==> src/rtl/load_store_unit.sv <==
// rtl/load_store_unit.sv - MEM-stage load/store unit with sub-word read-modify-write
//
// Purpose: accepts one load or store per request, handles byte/halfword/word
// sizes with little-endian lanes, sign/zero extension on loads, and merges
// sub-word stores into the containing word via a read-modify-write cycle.
// The data memory has a registered read port (one cycle read latency).
//
// Ports:
//   clk, rst_n                        clock, asynchronous active-low reset
//   req_valid/req_ready               request handshake (ready low = stall)
//   req_we, req_size, req_signed      store/load, size (00 b, 01 h, 1x w), extension
//   req_addr, req_wdata               byte address, right-aligned store data
//   resp_valid, resp_rdata            one-cycle completion pulse and load result
//   misalign_err                      completion was a misaligned access
//   dmem_we, dmem_addr, dmem_wdata    data memory write enable, word address, write data
//   dmem_rdata                        data memory read data (one cycle after address)

module load_store_unit (
   input  logic        clk,
   input  logic        rst_n,
   input  logic        req_valid,
   output logic        req_ready,
   input  logic        req_we,
   input  logic [1:0]  req_size,
   input  logic        req_signed,
   input  logic [31:0] req_addr,
   input  logic [31:0] req_wdata,
   output logic        resp_valid,
   output logic [31:0] resp_rdata,
   output logic        misalign_err,
   output logic        dmem_we,
   output logic [31:0] dmem_addr,
   output logic [31:0] dmem_wdata,
   input  logic [31:0] dmem_rdata
);

   typedef enum logic [1:0] {
      IDLE      = 2'd0,
      LOAD_WAIT = 2'd1,
      RMW_WAIT  = 2'd2
   } state_t;

   state_t      state;
   logic [31:0] cap_addr;
   logic [15:0] cap_wdata;
   logic [1:0]  cap_size;
   logic        cap_signed;

   logic        accept;
   logic        req_word;
   logic        req_half;
   logic        misaligned;
   logic        cap_word;
   logic        cap_half;
   logic [7:0]  sel_byte;
   logic [15:0] sel_half;
   logic [31:0] load_ext;
   logic [31:0] merged;

   assign req_ready  = (state == IDLE);
   assign accept     = req_valid & req_ready;

   // Size 11 is treated as a word access.
   assign req_word   = req_size[1];
   assign req_half   = (req_size == 2'b01);
   assign misaligned = (req_half & req_addr[0]) | (req_word & (req_addr[1:0] != 2'b00));

   assign cap_word   = cap_size[1];
   assign cap_half   = (cap_size == 2'b01);

   // In IDLE the memory sees the incoming request address so that the read
   // data is available in the following (wait) cycle.
   assign dmem_addr  = (state == IDLE) ? {req_addr[31:2], 2'b00} : {cap_addr[31:2], 2'b00};

   // Write happens either directly for an aligned word store, or in the
   // RMW wait cycle with the merged word. Reset forces it low asynchronously.
   assign dmem_we    = rst_n & ((state == RMW_WAIT) |
                                (accept & req_we & req_word & ~misaligned));

   assign dmem_wdata = (state == IDLE) ? req_wdata : merged;

   // Lane selection and extension of the returned word, using captured fields.
   always_comb begin
      sel_byte = dmem_rdata[{cap_addr[1:0], 3'b000} +: 8];
      sel_half = dmem_rdata[{cap_addr[1], 4'b0000} +: 16];
      load_ext = dmem_rdata;
      if (cap_half)
         load_ext = {{16{cap_signed & sel_half[15]}}, sel_half};
      else if (!cap_word)
         load_ext = {{24{cap_signed & sel_byte[7]}}, sel_byte};
   end

   // Replace the addressed lane of the old word with the captured store data.
   always_comb begin
      merged = dmem_rdata;
      if (cap_half)
         merged[{cap_addr[1], 4'b0000} +: 16] = cap_wdata;
      else if (!cap_word)
         merged[{cap_addr[1:0], 3'b000} +: 8] = cap_wdata[7:0];
   end

   always_ff @(posedge clk or negedge rst_n) begin
      if (!rst_n) begin
         state        <= IDLE;
         cap_addr     <= 32'd0;
         cap_wdata    <= 16'd0;
         cap_size     <= 2'd0;
         cap_signed   <= 1'b0;
         resp_valid   <= 1'b0;
         resp_rdata   <= 32'd0;
         misalign_err <= 1'b0;
      end else begin
         resp_valid   <= 1'b0;
         resp_rdata   <= 32'd0;
         misalign_err <= 1'b0;
         case (state)
            IDLE: begin
               if (accept) begin
                  cap_addr   <= req_addr;
                  cap_wdata  <= req_wdata[15:0];
                  cap_size   <= req_size;
                  cap_signed <= req_signed;
                  if (misaligned) begin
                     resp_valid   <= 1'b1;
                     misalign_err <= 1'b1;
                  end else if (req_we && req_word) begin
                     resp_valid <= 1'b1;
                  end else if (req_we) begin
                     state <= RMW_WAIT;
                  end else begin
                     state <= LOAD_WAIT;
                  end
               end
            end
            LOAD_WAIT: begin
               resp_valid <= 1'b1;
               resp_rdata <= load_ext;
               state      <= IDLE;
            end
            RMW_WAIT: begin
               resp_valid <= 1'b1;
               state      <= IDLE;
            end
            default: begin
               state <= IDLE;
            end
         endcase
      end
   end

endmodule

==> config.mk <==
export PLATFORM = sky130hd
export DESIGN_NAME = load_store_unit
export DESIGN_NICKNAME = d
export VERILOG_FILES = /design/src/rtl/load_store_unit.sv
export SDC_FILE = /design/constraint.sdc
export NUM_CORES = 1
export LEC_CHECK = 0
export ABC_AREA = 1
export BUFFER_PORTS_ARGS = -buffer_cell sky130_fd_sc_hd__buf_4
export CORE_MARGIN = 10
export CORE_UTILIZATION = 50
export DETAILED_ROUTE_END_ITERATION = 7
export GPL_TIMING_DRIVEN = 0
export PLACE_DENSITY = 0.85
export SYNTH_ARGS = -nofsm -noshare
export SYNTH_HDL_FRONTEND = slang
export SYNTH_SLANG_ARGS = --single-unit
==> constraint.sdc <==
create_clock -name clk -period 2.75 [get_ports clk]
set_clock_uncertainty 0.15 [all_clocks]
set_input_delay 0.55 -clock clk [delete_from_list [all_inputs] [get_ports clk]]
set_output_delay 0.55 -clock clk [all_outputs]
set_load 0.005 [all_outputs]
==> After elaboration in Yosys (flattened, before gate mapping) <==
Index checks and enable logic that the tools add are counted.
{ "word_totals": {"reg_bits": 87, "out_inout_bits": 100} }
{ "classes": {"addsub": 2, "eq_ne": 7, "n_shift": 6, "n_mux": 21, "bitwise": 12, "reduce_logical": 6} }
{ "ops": {"columns": ["cell", "n"], "rows": [
  ["32-bit two-way mux", 7],
  ["32-bit bitwise mux", 2],
  ["16-bit by 7-bit variable shift with 32-bit output (first input constant)", 1],
  ["8-bit by 7-bit variable shift with 32-bit output (first input constant)", 1],
  ["16-bit by 7-bit indexed part select with 32-bit output", 1],
  ["32-bit by 6-bit indexed part select with 16-bit output", 1],
  ["32-bit by 6-bit indexed part select with 8-bit output", 1],
  ["8-bit by 7-bit indexed part select with 32-bit output", 1],
  ["5-bit negation with 7-bit output", 2],
  ["2-bit two-way mux", 5],
  ["1-bit bitwise AND", 9],
  ["2-bit by 1-bit == test with 1-bit output (second input constant)", 3],
  ["1-bit two-way mux", 6],
  ["2-bit inequality test (second input constant)", 2],
  ["3-bit AND reduction", 1],
  ["2-bit == test (second input constant)", 1],
  ["2-bit logical NOT", 1],
  ["2-bit by 1-bit inequality test with 1-bit output (second input constant)", 1],
  ["1-bit OR", 2],
  ["1-bit case mux with 2 select lines", 1],
  ["2-bit AND reduction", 1],
  ["2-bit nonzero test", 1],
  ["2-bit OR reduction", 1],
  ["1-bit logical AND", 1],
  ["1-bit NOT", 1]
]} }

==> Longest topological paths before layout <==
{ "depth": {"word_depth": 7, "ltp_mapped": 11} }

==> Worst setup path after synthesis <==
OpenSTA, ideal clock, no wires.
{ "synth_path": {"path_kind": "reg-to-output", "start": "register cap_addr[1]", "end": "output dmem_wdata[16]", "arrival_time_ns": 1.753, "required_ns": 2.050, "slack_ns": 0.297, "stages_incl_launch_ff": 11, "path_cell_list": "dfrtp_1 > buf_4 > inv_4 > buf_2 > ha_1 > inv_1 > nor2_1 > nand3_1 > nand2_1 > nand2_1 > a21oi_1"} }
{ "synth_via": {"elab_chain_len": 6, "word_cells_on_any_way": 11, "cone_classes": "add/sub (2); shift (4); mux (5)"} }
{ "synth_rtl": {"columns": ["element", "line_no", "rtl"], "rows": [
  ["from (decl)", "44", "logic [31:0] cap_addr;"],
  ["from (signal assigned)", "119", "cap_addr <= req_addr;"],
  ["5-bit negation with 7-bit output", "99", "merged[{cap_addr[1:0], 3'b000} +: 8] = cap_wdata[7:0];"],
  ["8-bit by 7-bit indexed part select with 32-bit output / 8-bit by 7-bit variable shift with 32-bit output (equally long branches)", "99", null],
  ["32-bit bitwise mux", "99", null],
  ["32-bit two-way mux", "98", "else if (!cap_word)"],
  ["32-bit two-way mux *", "96", "if (cap_half)"],
  ["32-bit two-way mux *", "80", "assign dmem_wdata = (state == IDLE) ? req_wdata : merged;"],
  ["to (decl)", "33", "output logic [31:0] dmem_wdata,"]
]} }
Every way passes the cells marked *; elsewhere a longest branch is shown, timed or not.

==> Worst setup path in the final report <==
{ "layout_path": {"start": "register cap_addr[1]", "end": "output dmem_wdata[30]"} }
The elaborated chain is that of the path after synthesis.

==> impl_metrics.yaml <==
floorplan:
  initial_core_util_pct: 51.79
  core_mm2: 0.01156
  dieWidth_um: 129.5
  dieArea_mm2: 0.01676
  io_pins: 203
  die_h_um: 129.5
  core.rowCount: 39
worst_setup_path:
  crit_top_cell: "nand2_1"
  critPathMaxFanout: 10
  startpoint_type: "register"
  worstPathCellList: "buf_6 > inv_8 > ha_4 > inv_4 > nand2_4 > nor2_4 > nand2_1 > nand2_1 > nand2_1 > a21oi_2 > buf_4"
  critical_path_class: "reg2out"
  crit_path_end_kind: "primary output"
  cp.depth: 11
  worst_ep_arrival_time_ns: 2.05
  critPathBufInv: 4
  crit_family: "buffers and inverters"
  max_stage_delay_ns: 0.41
  cp.required_ns: 2.05
  worstRegToRegCells: 8
  cpMaxStageDelayCell: "dfrtp_1"
power_and_ir_drop:
  p_leak_nw: 4.365
  p_total_mw: 9.991
  ir_drop_uv: 612.4
  powerDensity_mw_per_mm2: 1203
final_layout:
  final_area_mm2: 0.008307
  final_cells: 1288
  multi_input_area_mm2: 0.003398
  seqCellArea_mm2: 0.002178
  antenna_cells: 0
  drive_above_1_share_pct: 31.18
  fill_cells: 984
  fin_util_pct: 71.83
  syn2layout_area_growth_pct: 38.69
  fin_nets: 1252
global_route:
  grt_pass1_vias: 6607
  grt-ovfl-total: 0
  grt_max_degree: 89
  antenna_found_initial: 0
  track_usage_pct: 26.23
  grt_pass1_wl_mm: 34.61
synthesis:
  yosysWarnings: 0
  ys_types: 27
  yosysTopAreaCell: "dfrtp_1"
  yosysSeqAreaShare_pct: 36.35
  syn_inst: 921
  mappedNetlistArea_mm2: 0.005989
  synth_top_area_share_pct: 36.35
  ys_seq_elements: 87
  ys_top_cells_by_area: "dfrtp_1 (36%), nand2_1 (20%), o21ai_0 (9.4%)"
  avgSynthCellArea_um2: 6.503
drt:
  drt_first_pass_iters: 5
  vias: 7020
  antenna_left: 0
  drt-total-wl_mm: 22.94
  drc: 0
  viasPerCell: 5.450
  routedWlPerCell_um: 17.81
  drtIter0Drc: 752
run:
  cap_viol_max_count: 0
clock_tree:
  clock_latency_ns: 0.35
  root_buffer: "clkbuf_16"
  cts_num_sinks: 87
  cts-buffers-inserted: 9
  htree_num_levels: 3
  clockBufferDepth: 2
  cts_tree: "yes"
  path_clk_slew_ns: 0.06
placement:
  dp_worst_setup_slack_ns: -0.2609
  dp.cells: 1265
  dp_hpwl_mm: 17.28
  port_buffers: 200
  postPlaceCellArea_mm2: 0.007674
  place.gp.congestion: 0.9963
sta:
  fin_crit_ns: 2.749
  fin_ws_ns: 0.001076
  finalCritPeriodShare_pct: 99.96
  final-hold-violation-count: 0
  finalSetupViolCount: 0
  rsz0062_at_grt: "yes"
  holdWs_ns: 0.2538
  tns_ns: 0
  slew-limit-headroom_pct: 24.47
  slew_violations: 0
  fmax_mhz: 363.8
  worst_slew_pin_slew_ns: 1.133
hold_path:
  hold_depth: 3
  hold_class: "in2reg"
outcome:
  outcome: "complete, no violations"
## cells in the mapped netlist
library cell,n
conb_1,1
a21oi_1,95
nand2_2,5
nor3_1,1
o22ai_1,1
buf_6,5
nor2_1,61
o211ai_1,2
buf_1,1
nor2_4,3
ha_1,9
clkbuf_1,23
or2_2,6
nand3_2,1
inv_1,83
buf_4,5
dfrtp_1,87
nor2_2,2
nand4_1,16
nand2_1,327
a21boi_0,1
inv_2,2
o21ai_0,113
inv_4,2
a21oi_2,21
buf_2,23
nand3_1,25
## final cells by class
type | count | share of cell area (%)
Clock inverter | 4 | 0.5423
Inverter | 87 | 4.202
Sequential cell | 87 | 26.22
Tap cell | 143 | 2.154
Multi-Input combinational cell | 692 | 40.91
Buffer | 55 | 4.218
Timing Repair inverter | 1 | 0.07531
Timing Repair Buffer | 207 | 18.71
Clock buffer | 12 | 2.967
## registers in the layout, summed over array words and instances (netlist names)
signal        flops
cap_size          2
state             2
cap_wdata        16
misalign_err      1
resp_valid        1
resp_rdata       32
cap_addr         32
cap_signed        1
## worst min-delay path: cells and delay by family
family / cells / cell delay (ns)
AND/OR/NAND/NOR: 2 / 0.08
buffers and inverters: 1 / 0.08
## cell families after synthesis
| family | share of synthesized area [%] |
|---|---|
| flip-flops | 36.35 |
| AO/OA/AOI/OAI | 20.93 |
| other | 0.06261 |
| AND/OR/NAND/NOR | 30.25 |
| adder cells (fa/ha/maj) | 1.880 |
| buffers and inverters | 10.53 |
## metal layers
metal	vias up	global-route usage (%)	routed length [um]
li1	3377	-	-
met2	420	43.24	10840
met1	3180	31.14	8613
met5	-	0	0
met3	43	8.564	2836
met4	0	10.45	655
## path summary, 6_finish.rpt
check,from,end,slack (ns)
setup / recovery,cap_addr[1]$_DFFE_PN0P_,dmem_wdata[30],0.001
hold / removal,req_wdata[8],cap_wdata[8]$_DFFE_PN0P_,0.25
setup reg to reg,cap_addr[1]$_DFFE_PN0P_,resp_rdata[0]$_DFF_PN0_,0.55
hold reg to reg,cap_addr[12]$_DFFE_PN0P_,cap_addr[12]$_DFFE_PN0P_,0.33
max in group asynchronous,rst_n,cap_addr[0]$_DFFE_PN0P_,1.37
min in group asynchronous,rst_n,resp_rdata[0]$_DFF_PN0_,0.27
## placed cells by master (no fill, tap or decap), drive strengths merged
master and instances:
conb 2, clkbuf 33, ha 9, a21oi 116, dfrtp 87, bufinv 1
nand3 26, buf 241, nor2 67, o21ai 113, or2 6, o22ai 1
nor3 1, nand2 332, inv 88, clkinv 3, nand4 16, o211ai 2
a21boi 1
## where the power goes
part           internal, mW  switching, mW  total (mW)  leakage [nW]
Clock                 0.725          0.507        1.23         0.146
Sequential             1.79          0.312        2.10          1.12
Combinational          2.61           4.04        6.66          3.10
Total                  5.13           4.86        9.99          4.36
## timing repair
item	CTS	global route
cloned	1	1
hold endpoints to repair	0	0
hold buffers	0	0
gates resized for setup	66	43
endpoints found under the setup margin	43	63
setup buffers	5	2
pin swaps	11	18
No activity file was read; power rests on OpenSTA's default activity.
